File: src/rtl/i2c_slave_regs_pkg.sv
// Shared definitions for the I2C register slave.
// Holds the FSM state enumeration and the I2C bit-level constants.
package i2c_slave_regs_pkg;

  typedef enum logic [3:0] {
    ST_IDLE,
    ST_ADDR,
    ST_ADDR_ACK,
    ST_PTR,
    ST_PTR_ACK,
    ST_WR_DATA,
    ST_WR_ACK,
    ST_RD_DATA,
    ST_RD_ACK,
    ST_IGNORE
  } i2c_state_e;

  localparam logic I2C_ACK     = 1'b0;
  localparam logic I2C_NACK    = 1'b1;
  localparam logic I2C_RW_READ = 1'b1;

endpackage

File: src/rtl/i2c_line_sync.sv
// SCL/SDA synchronisers and bus-event detectors.
// Ports:
//   clk, rst_n    system clock, async active-low reset
//   scl_in/sda_in raw pin samples (asynchronous to clk)
//   sda           synchronised SDA
//   start_det     SDA fell while SCL high
//   stop_det      SDA rose while SCL high
//   scl_rise      synchronised SCL rising edge
//   scl_fall      synchronised SCL falling edge
module i2c_line_sync (
  input  logic clk,
  input  logic rst_n,
  input  logic scl_in,
  input  logic sda_in,
  output logic sda,
  output logic start_det,
  output logic stop_det,
  output logic scl_rise,
  output logic scl_fall
);

  logic [1:0] scl_sync;
  logic [1:0] sda_sync;
  logic       scl_d;
  logic       sda_d;
  logic       scl;

  // Reset to the idle bus level so no edge is seen on reset release
  // while the bus is idle.
  always_ff @(posedge clk or negedge rst_n) begin
    if (!rst_n) begin
      scl_sync <= 2'b11;
      sda_sync <= 2'b11;
      scl_d    <= 1'b1;
      sda_d    <= 1'b1;
    end else begin
      scl_sync <= {scl_sync[0], scl_in};
      sda_sync <= {sda_sync[0], sda_in};
      scl_d    <= scl_sync[1];
      sda_d    <= sda_sync[1];
    end
  end

  assign scl = scl_sync[1];
  assign sda = sda_sync[1];

  // SCL must be high on both samples so an SDA change racing an SCL
  // edge is not mistaken for START/STOP.
  assign start_det = scl & scl_d & sda_d & ~sda;
  assign stop_det  = scl & scl_d & ~sda_d & sda;
  assign scl_rise  = scl & ~scl_d;
  assign scl_fall  = ~scl & scl_d;

endmodule

File: src/rtl/i2c_slave_regs.sv
// I2C slave exposing NUM_REGS 8-bit registers, also host accessible.
// Ports:
//   clk, rst_n        system clock, async active-low reset
//   scl_in, sda_in    raw I2C pin samples
//   sda_oe            1 pulls SDA low
//   host_we/addr/wdata host register write port
//   host_rdata        combinational read of regs[host_addr]
//   i2c_wr_pulse      one-cycle strobe per byte written over I2C
//   i2c_wr_idx        register index of last I2C write
//   busy              address-matched transaction in progress
//
// state       | meaning
// ST_IDLE     | waiting for START
// ST_ADDR     | receiving address + R/W byte
// ST_ADDR_ACK | driving ACK for matched address
// ST_PTR      | receiving register pointer byte
// ST_PTR_ACK  | driving ACK for valid pointer
// ST_WR_DATA  | receiving a data byte
// ST_WR_ACK   | driving ACK for a written byte
// ST_RD_DATA  | shifting out latched register byte
// ST_RD_ACK   | sampling master ACK/NACK
// ST_IGNORE   | not addressed / NACKed; wait for START or STOP
module i2c_slave_regs
  import i2c_slave_regs_pkg::*;
#(
  parameter logic [6:0] SLAVE_ADDR = 7'h50,
  parameter int          NUM_REGS   = 4,
  parameter int          PTR_W      = $clog2(NUM_REGS)
) (
  input  logic             clk,
  input  logic             rst_n,
  input  logic             scl_in,
  input  logic             sda_in,
  output logic             sda_oe,
  input  logic             host_we,
  input  logic [PTR_W-1:0] host_addr,
  input  logic [7:0]       host_wdata,
  output logic [7:0]       host_rdata,
  output logic             i2c_wr_pulse,
  output logic [PTR_W-1:0] i2c_wr_idx,
  output logic             busy
);

  logic sda, start_det, stop_det, scl_rise, scl_fall;

  i2c_line_sync u_sync (
    .clk       (clk),
    .rst_n     (rst_n),
    .scl_in    (scl_in),
    .sda_in    (sda_in),
    .sda       (sda),
    .start_det (start_det),
    .stop_det  (stop_det),
    .scl_rise  (scl_rise),
    .scl_fall  (scl_fall)
  );

  i2c_state_e       state, state_n;
  logic [3:0]       bit_cnt, cnt_n;
  logic [7:0]       shreg, sh_n;
  logic [7:0]       tx, tx_n;
  logic [PTR_W-1:0] ptr, ptr_n, ptr_inc;
  logic [PTR_W-1:0] idx_n;
  logic             m_ack, mack_n;
  logic             oe_n, busy_n, pulse_n, i2c_we;
  logic [7:0]       regs [NUM_REGS];

  assign host_rdata = regs[host_addr];

  always_ff @(posedge clk or negedge rst_n) begin
    if (!rst_n) begin
      state        <= ST_IDLE;
      bit_cnt      <= '0;
      shreg        <= '0;
      tx           <= '0;
      ptr          <= '0;
      m_ack        <= I2C_NACK;
      sda_oe       <= 1'b0;
      busy         <= 1'b0;
      i2c_wr_pulse <= 1'b0;
      i2c_wr_idx   <= '0;
    end else begin
      state        <= state_n;
      bit_cnt      <= cnt_n;
      shreg        <= sh_n;
      tx           <= tx_n;
      ptr          <= ptr_n;
      m_ack        <= mack_n;
      sda_oe       <= oe_n;
      busy         <= busy_n;
      i2c_wr_pulse <= pulse_n;
      i2c_wr_idx   <= idx_n;
    end
  end

  // The I2C write is applied after the host write so it wins a collision.
  always_ff @(posedge clk or negedge rst_n) begin
    if (!rst_n) begin
      for (int i = 0; i < NUM_REGS; i++) regs[i] <= '0;
    end else begin
      if (host_we) regs[host_addr] <= host_wdata;
      if (i2c_we)  regs[ptr]       <= shreg;
    end
  end

  // All sda_oe updates other than STOP/START happen on scl_fall, so the
  // pin only moves in the cycle after a detected falling edge.
  always_comb begin
    state_n = state;
    cnt_n   = bit_cnt;
    sh_n    = shreg;
    tx_n    = tx;
    ptr_n   = ptr;
    mack_n  = m_ack;
    oe_n    = sda_oe;
    busy_n  = busy;
    pulse_n = 1'b0;
    idx_n   = i2c_wr_idx;
    i2c_we  = 1'b0;
    ptr_inc = (ptr == PTR_W'(NUM_REGS - 1)) ? '0 : ptr + PTR_W'(1);

    if (stop_det) begin
      state_n = ST_IDLE;
      oe_n    = 1'b0;
      busy_n  = 1'b0;
    end else if (start_det) begin
      state_n = ST_ADDR;
      cnt_n   = '0;
      oe_n    = 1'b0;
    end else if (scl_rise) begin
      case (state)
        ST_ADDR, ST_PTR, ST_WR_DATA: begin
          sh_n  = {shreg[6:0], sda};
          cnt_n = bit_cnt + 4'd1;
        end
        ST_RD_DATA: cnt_n  = bit_cnt + 4'd1;
        ST_RD_ACK:  mack_n = sda;
        default: ;
      endcase
    end else if (scl_fall) begin
      case (state)
        ST_ADDR: begin
          if (bit_cnt == 4'd8) begin
            cnt_n = '0;
            if (shreg[7:1] == SLAVE_ADDR) begin
              state_n = ST_ADDR_ACK;
              oe_n    = 1'b1;
              busy_n  = 1'b1;
            end else begin
              state_n = ST_IGNORE;
              oe_n    = 1'b0;
            end
          end
        end
        ST_ADDR_ACK: begin
          cnt_n = '0;
          if (shreg[0] == I2C_RW_READ) begin
            state_n = ST_RD_DATA;
            tx_n    = regs[ptr];
            oe_n    = ~regs[ptr][7];
          end else begin
            state_n = ST_PTR;
            oe_n    = 1'b0;
          end
        end
        ST_PTR: begin
          if (bit_cnt == 4'd8) begin
            cnt_n = '0;
            if ({1'b0, shreg} < 9'(NUM_REGS)) begin
              ptr_n   = shreg[PTR_W-1:0];
              state_n = ST_PTR_ACK;
              oe_n    = 1'b1;
            end else begin
              state_n = ST_IGNORE;
              oe_n    = 1'b0;
            end
          end
        end
        ST_PTR_ACK, ST_WR_ACK: begin
          state_n = ST_WR_DATA;
          cnt_n   = '0;
          oe_n    = 1'b0;
        end
        ST_WR_DATA: begin
          if (bit_cnt == 4'd8) begin
            i2c_we  = 1'b1;
            pulse_n = 1'b1;
            idx_n   = ptr;
            ptr_n   = ptr_inc;
            state_n = ST_WR_ACK;
            cnt_n   = '0;
            oe_n    = 1'b1;
          end
        end
        ST_RD_DATA: begin
          if (bit_cnt == 4'd8) begin
            state_n = ST_RD_ACK;
            cnt_n   = '0;
            oe_n    = 1'b0;
          end else begin
            oe_n = ~tx[6];
            tx_n = {tx[6:0], 1'b0};
          end
        end
        ST_RD_ACK: begin
          cnt_n = '0;
          if (m_ack == I2C_NACK) begin
            state_n = ST_IGNORE;
            oe_n    = 1'b0;
          end else begin
            ptr_n   = ptr_inc;
            tx_n    = regs[ptr_inc];
            oe_n    = ~regs[ptr_inc][7];
            state_n = ST_RD_DATA;
          end
        end
        default: ;
      endcase
    end
  end

endmodule

File: config.mk
export PLATFORM = sky130hd
export DESIGN_NAME = i2c_slave_regs
export DESIGN_NICKNAME = d
export VERILOG_FILES = /design/src/rtl/i2c_slave_regs_pkg.sv /design/src/rtl/i2c_line_sync.sv /design/src/rtl/i2c_slave_regs.sv
export SDC_FILE = /design/constraint.sdc
export NUM_CORES = 1
export LEC_CHECK = 0
export CAP_MARGIN = 25
export CORE_ASPECT_RATIO = 1.75
export CORE_MARGIN = 2
export CORE_UTILIZATION = 45
export CTS_BUF_LIST = sky130_fd_sc_hd__clkbuf_4 sky130_fd_sc_hd__clkbuf_8 sky130_fd_sc_hd__clkbuf_16
export DETAILED_ROUTE_END_ITERATION = 8
export GPL_TIMING_DRIVEN = 0
export PLACE_DENSITY = 0.65
export SLEW_MARGIN = 20
export SYNTH_ARGS = -nofsm -noshare
export SYNTH_HDL_FRONTEND = slang
export SYNTH_HIERARCHICAL = 1
export SYNTH_SLANG_ARGS = --single-unit
File: constraint.sdc
create_clock -name clk -period 3.14 [get_ports clk]
set_clock_uncertainty 0.2 [all_clocks]
set_input_delay 0.628 -clock clk [delete_from_list [all_inputs] [get_ports clk]]
set_output_delay 0.628 -clock clk [all_outputs]
set_load 0.03 [all_outputs]
==> impl_metrics.py, run 1 <==
metrics = {
    "run_status": {
        "status": "finished clean",
    },
    "drt": {
        "wire_per_inst_um": 21.2,
        "vias_per_cell": 6.14,
        "via_count": 3394,
        "drtAntennaViolNets": 0,
        "dr.first_iter.drc_count": 178,
        "first_pass_iters": 7,
        "wirelength_mm": 11.7,
        "drc": 0,
    },
    "synth": {
        "ys.flop_type": "dfrtp_1",
        "synthAdderAreaFrac_pct": 1.76,
        "synthTopCellsByArea": "dfrtp_1 36%, mux4_2 11%, mux2i_1 9.4%, a21oi_1 5.5%, dfstp_2 4.3%",
        "synth_area_leader_cell": "dfrtp_1",
        "yosysWarnings": 6,
        "synthCells": 386,
        "synth_edf_count": 0,
        "synth.distinct_cells": 62,
        "synth_top_area_share_pct": 36.4,
        "ys_seq_area_share_pct": 40.8,
        "async_flop_share_pct": 100,
        "syn_area_per_cell_um2": 11.0,
        "synth_compound_area_share_pct": 12.5,
        "synth_top_family_by_area": "multiplexers",
        "yosys-mux-area-fraction_pct": 24.7,
        "syn-num-nets": 407,
        "synth_xor_area_share_pct": 0.411,
        "ys_seq_elements": 69,
        "synthSimpleGateAreaFrac_pct": 15.0,
        "netlist_area_mm2": 0.00426,
    },
    "place": {
        "placed_area_mm2": 0.00471,
        "dp.cells": 536,
        "gp_congestion": 0.975,
        "port_buffers": 27,
        "dp_hpwl_mm": 8.31,
        "preCtsSetupSlack_ns": -0.609,
    },
    "worst_hold_path": {
        "worstHoldPathType": "flip-flop to flip-flop",
    },
    "floorplan": {
        "die_area_mm2": 0.0103,
        "fp.dieH_um": 133,
        "num_rows": 47,
        "chipWidth_um": 77.5,
        "io_pins": 28,
        "coreArea_mm2": 0.00935,
        "initial_core_util_pct": 45.5,
    },
    "final_layout": {
        "fin_area_mm2": 0.00503,
        "final_cell_mix": "62 x dfrtp_1, 47 x a21oi_1, 41 x nor2_1",
        "stdcell_count": 553,
        "drive_gt1_share_pct": 22.3,
        "final_common_cell": "dfrtp_1",
        "fill_cells": 807,
        "nNetsFinal": 447,
        "area_growth_pct": 18.0,
        "antenna-diode-count": 0,
    },
    "worst_setup_path": {
        "crit_fanout": 10,
        "slowest_delay_ns": 0.53,
        "worstSetupPathType": "input port to primary output",
        "critPathTopFamily": "buffers and inverters",
        "crit_buf_inv": 3,
        "arrival_ns": 2.27,
        "crit_chain": "clkdlybuf4s50_1, clkbuf_8, mux4_2, dlygate4sd2_1",
        "endpoint_kind": "primary output",
        "critPathLaunchType": "input port",
        "crit_slowest_cell": "mux4_2",
        "worstPathRequired_ns": 2.31,
    },
    "grt": {
        "gr-total-overflow": 0,
        "grt_usage_pct": 23.7,
        "grt_busiest_layer": "met2",
        "grt_max_degree": 59,
        "grt_pass1_vias": 3338,
        "grt_pass1_wl_mm": 18.3,
        "grt.met3_usage_pct": 3.34,
        "use_met2_pct": 43.0,
        "use_met1_pct": 26.5,
        "antenna_found_initial": 0,
    },
    "cts": {
        "cts.sinks": 69,
        "cts_max_path_buffers": 2,
        "clockRootBuffer": "clkbuf_16",
        "htree_levels": 3,
        "clk_latency_ns": 0.33,
        "cts_made_buffers": 9,
        "clk_pin_slew_worst_paths_ns": 0.05,
        "tritoncts": "yes",
    },
    "power": {
        "vdd_ir_drop_max_uv": 301,
        "leakagePower_uw": 0.00223,
        "powerDensity_mw_per_mm2": 561,
    },
    "timing": {
        "fin_crit_sh_pct": 98.6,
        "relSlewSlack_pct": 46.9,
        "final_max_slew_viol_count": 0,
        "timing.fmax_mhz": 323,
        "fin_ws_ns": 0.0454,
        "tightest_slew_ns": 0.777,
        "setup_viol": 0,
        "period_needed_ns": 3.09,
        "rsz0062_at_grt": "no",
        "tns_ns": 0,
        "hold_ws_ns": 0.156,
        "hold_violations": 0,
    },
    "run": {
        "maxCapViolCount": 0,
    },
}
-- cell families after synthesis --
group / after synthesis
buffers and inverters: 32
adders and majority gates: 6
xor gates and xnor gates: 2
muxes: 74
AOI/OAI and AO/OA: 87
DFF: 69
and+or+nand+nor: 116
-- cell usage after synthesis, types with 7 or more instances --
| cell type | number |
|---|---|
| a21oi_1 | 47 |
| mux2_2 | 11 |
| dfrtp_1 | 62 |
| mux4_2 | 21 |
| buf_2 | 12 |
| nor2_1 | 41 |
| nor2b_1 | 7 |
| mux2i_1 | 40 |
| o21ai_0 | 13 |
| nand3_1 | 9 |
| dfstp_2 | 7 |
| nand2_1 | 18 |
-- through the flow --
| stage | utilization [%] | total power (uW) |
|---|---|---|
| after floorplan | - | 1590 |
| after global placement | 50.1 | 1800 |
| after detailed placement | 50.3 | 1820 |
| after CTS | 53.7 | 2830 |
| after global routing | 53.8 | 2940 |
| final | 53.8 | 2820 |
-- registers in the layout, summed over array words and instances, names as in the netlist, 2 cells and up --
| register | flops |
|---|---|
| u_sync/scl_sync | 2 |
| bit_cnt | 4 |
| shreg | 8 |
| ptr | 2 |
| tx | 7 |
| state | 4 |
| regs | 32 |
| i2c_wr_idx | 2 |
| u_sync/sda_sync | 2 |
-- layer usage --
metal  vias to the layer above  wire (um)
li1                       1523          -
met1                      1706       4340
met2                       136       6500
met3                        29        499
met4                         0        365
met5                         -          0
-- final timing paths --
path                            slack, ns  cells past startpoint               start                  to
worst max-delay path                 0.05                      4        host_addr[1]       host_rdata[7]
worst min-delay path                 0.16                      0  u_sync/sda_sync[0]  u_sync/sda_sync[1]
worst max register to register       0.11                      8              ptr[1]              sda_oe
worst min register to register       0.16                      0  u_sync/sda_sync[0]  u_sync/sda_sync[1]
max in group asynchronous            1.70                      3               rst_n  u_sync/sda_sync[0]
min in group asynchronous            0.49                      2               rst_n          bit_cnt[2]
-- repair_timing --
| action | CTS | global route |
|---|---|---|
| setup endpoints to repair | 8 | 7 |
| resized for setup | 12 | 2 |
| hold buffers | 1 | 0 |
| hold endpoints to repair | 11 | 0 |
| setup buffers | 0 | 0 |
-- area by class of cell --
| class | instances | area (um^2) | area share (%) |
|---|---|---|---|
| Multi-Input combinational cell | 285 | 2310 | 46.0 |
| Sequential cell | 69 | 1740 | 34.5 |
| Timing Repair Buffer | 29 | 295 | 5.88 |
| Clock buffer | 12 | 254 | 5.05 |
| Buffer | 27 | 210 | 4.18 |
| Tap cell | 122 | 153 | 3.04 |
| Clock inverter | 4 | 47.5 | 0.946 |
| Inverter | 5 | 18.8 | 0.373 |
-- where the power goes --
part,switching [uW],internal (uW)
clock network,369,651
registers,160,1020
logic,305,309
Power figures use the tool's default switching activity.
==> inputs of run 2 (changes only) <==
--- a/config.mk
+++ b/config.mk
@@ -5,7 +5,6 @@
 export SDC_FILE = /design/constraint.sdc
 export NUM_CORES = 1
 export LEC_CHECK = 0
-export CAP_MARGIN = 25
 export CORE_ASPECT_RATIO = 1.75
 export CORE_MARGIN = 2
 export CORE_UTILIZATION = 45
==> constraint.sdc (replaced) <==
create_clock -name clk -period 3.3 [get_ports clk]
set_clock_uncertainty 0.2 [all_clocks]
set_input_delay 0.66 -clock clk [delete_from_list [all_inputs] [get_ports clk]]
set_output_delay 0.66 -clock clk [all_outputs]
set_load 0.03 [all_outputs]
==> run 2 against run 1 <==
Sequential share of layout area up 0.086 points. Wire length about the same. Critical endpoint unchanged. Sequential power down 4%. Cell count unchanged. Combinational power down 5.0%. Die area unchanged. Largest power group unchanged.
==> impl_metrics.py, run 2 (synthesis gave the netlist of run 1 again) <==
metrics = {
    "run_status": {
        "status": "finished clean",
    },
    "floorplan": {
        "die_area_mm2": 0.0103,
        "initial_core_util_pct": 45.5,
        "chipWidth_um": 77.5,
        "io_pins": 28,
        "num_rows": 47,
        "coreArea_mm2": 0.00935,
        "fp.dieH_um": 133,
    },
    "worst_setup_path": {
        "rr_endpoint": "sda_oe",
        "critPathLaunchType": "input port",
        "crit_chain": "clkdlybuf4s50_1, clkbuf_4, mux4_2, dlygate4sd2_1",
        "slowest_delay_ns": 0.54,
        "reg2reg_depth": 8,
        "rrSetupSlack_ns": 0.23,
        "endpoint_kind": "primary output",
        "crit_start": "host_addr[1]",
        "crit_fanout": 10,
        "worstPathRequired_ns": 2.44,
        "arrival_ns": 2.34,
        "crit_slowest_cell": "mux4_2",
        "reg2reg_from": "ptr[0]",
        "worstSetupPathType": "input port to primary output",
    },
    "grt": {
        "grt_usage_pct": 23.7,
        "antenna_found_initial": 0,
        "grt_pass1_vias": 3338,
        "gr-total-overflow": 0,
        "grt_max_degree": 59,
        "grt_pass1_wl_mm": 18.3,
    },
    "final_layout": {
        "fin_util_pct": 53.6,
        "fill_cells": 807,
        "nNetsFinal": 447,
        "area_growth_pct": 17.7,
        "fin_area_mm2": 0.00501,
        "reg.largest.list": "regs: 32 flops, shreg: 8 flops, tx: 7 flops",
        "drive_gt1_share_pct": 22.3,
        "seq_area_mm2": 0.00174,
        "multi_input_area_mm2": 0.00231,
        "antenna-diode-count": 0,
        "largest_register": "regs",
        "largest_reg_flops": 32,
        "final_cell_mix": "62 x dfrtp_1, 47 x a21oi_1, 41 x nor2_1",
        "final_common_cell": "dfrtp_1",
    },
    "place": {
        "gp_congestion": 0.975,
        "port_buffers": 27,
        "placed_area_mm2": 0.00471,
        "dp_hpwl_mm": 8.31,
        "preCtsSetupSlack_ns": -0.513,
    },
    "drt": {
        "wirelength_mm": 11.7,
        "first_pass_iters": 7,
        "drtAntennaViolNets": 0,
        "vias_per_cell": 6.11,
        "via_count": 3381,
        "drc": 0,
        "wire_per_inst_um": 21.2,
        "dr.first_iter.drc_count": 178,
    },
    "worst_hold_path": {
        "min_path_cells": 0,
        "worstHoldStart": "u_sync/sda_sync[0]",
        "hold_path_end": "u_sync/sda_sync[1]",
        "worstHoldPathType": "flip-flop to flip-flop",
    },
    "power": {
        "p_sw_share_pct": 29.6,
        "p_comb_share_pct": 21.8,
        "p_seq_share_pct": 42.0,
        "switchingPower_uw": 792,
        "clkPwrFrac_pct": 36.2,
        "vdd_ir_drop_max_uv": 287,
        "p_int_uw": 1890,
        "leakagePower_uw": 0.00223,
        "powerDensity_mw_per_mm2": 534,
    },
    "cts": {
        "htree_levels": 3,
        "clockRootBuffer": "clkbuf_16",
        "tritoncts": "yes",
        "clk_latency_ns": 0.33,
        "cts_made_buffers": 9,
        "cts.sinks": 69,
        "clk_pin_slew_worst_paths_ns": 0.05,
        "cts_max_path_buffers": 2,
        "cts_setup_buffers": 0,
    },
    "timing": {
        "period_needed_ns": 3.20,
        "fin_ws_ns": 0.0973,
        "setup_viol": 0,
        "final_max_slew_viol_count": 0,
        "hold_violations": 0,
        "fin_crit_sh_pct": 97.1,
        "tightest_slew_ns": 0.776,
        "rsz0062_at_grt": "no",
        "timing.fmax_mhz": 312,
        "relSlewSlack_pct": 46.9,
    },
    "run": {
        "maxCapViolCount": 0,
    },
}
## run 2: changes by cell type in the layout (fill, tap and decap cells not counted)
cell      change
buf_2         +1
buf_4         +1
buf_6         -1
clkbuf_8      -1
## run 2: through the flow
step	TNS [ns]	std cells	total power, uW	hold WS [ns]
after floorplan	0	386	1510	0.145
after global placement	-64.61	535	1710	0.146
after detailed placement	-2.72	536	1740	0.149
after CTS	0	553	2690	0.157
after global routing	0	553	2800	0.162
final	0	553	2680	0.156
## run 2: power by group through the flow
stage | Sequential, uW | Combinational [uW] | Clock, uW
after global placement | 1130 | 584 | 0
final | 1130 | 583 | 970
after CTS | 1120 | 585 | 984
after floorplan | 1080 | 428 | 0
after detailed placement | 1140 | 598 | 0
after global routing | 1150 | 632 | 1020
## run 2: repair_timing
item | 4_1_cts | 5_1_grt
gates resized for setup | 11 | 0
hold buffers | 1 | 0
setup endpoints to repair | 8 | 0
hold endpoints to repair | 11 | 0
## run 2: metal layers
metal,global-route usage (%),routed length (um)
met5,0,0
met4,11.8,367
met3,3.34,509
met2,43.0,6490
met1,26.5,4330
## run 2: worst max-delay path by stage
stage                         end  slack (ns)  depth (start not counted)
floorplan                  sda_oe        0.78                          8
global placement         regs[20]       -0.99                          1
detailed placement  host_rdata[7]       -0.51                          4
CTS                 host_rdata[7]        0.09                          4
global route        host_rdata[7]        0.04                          4
finish              host_rdata[7]         0.1                          4
## run 2: area by class of cell
class	count	area share [%]
Clock buffer	12	5.07
Multi-Input combinational cell	285	46.1
Timing Repair Buffer	29	5.89
Sequential cell	69	34.6
Inverter	5	0.374
Tap cell	122	3.04
Clock inverter	4	0.948
Buffer	27	3.94
## run 2: worst max-delay path: cells and delay by family
family	cells	cell delay, ns
multiplexers	1	0.54
buffers and inverters	3	1.14
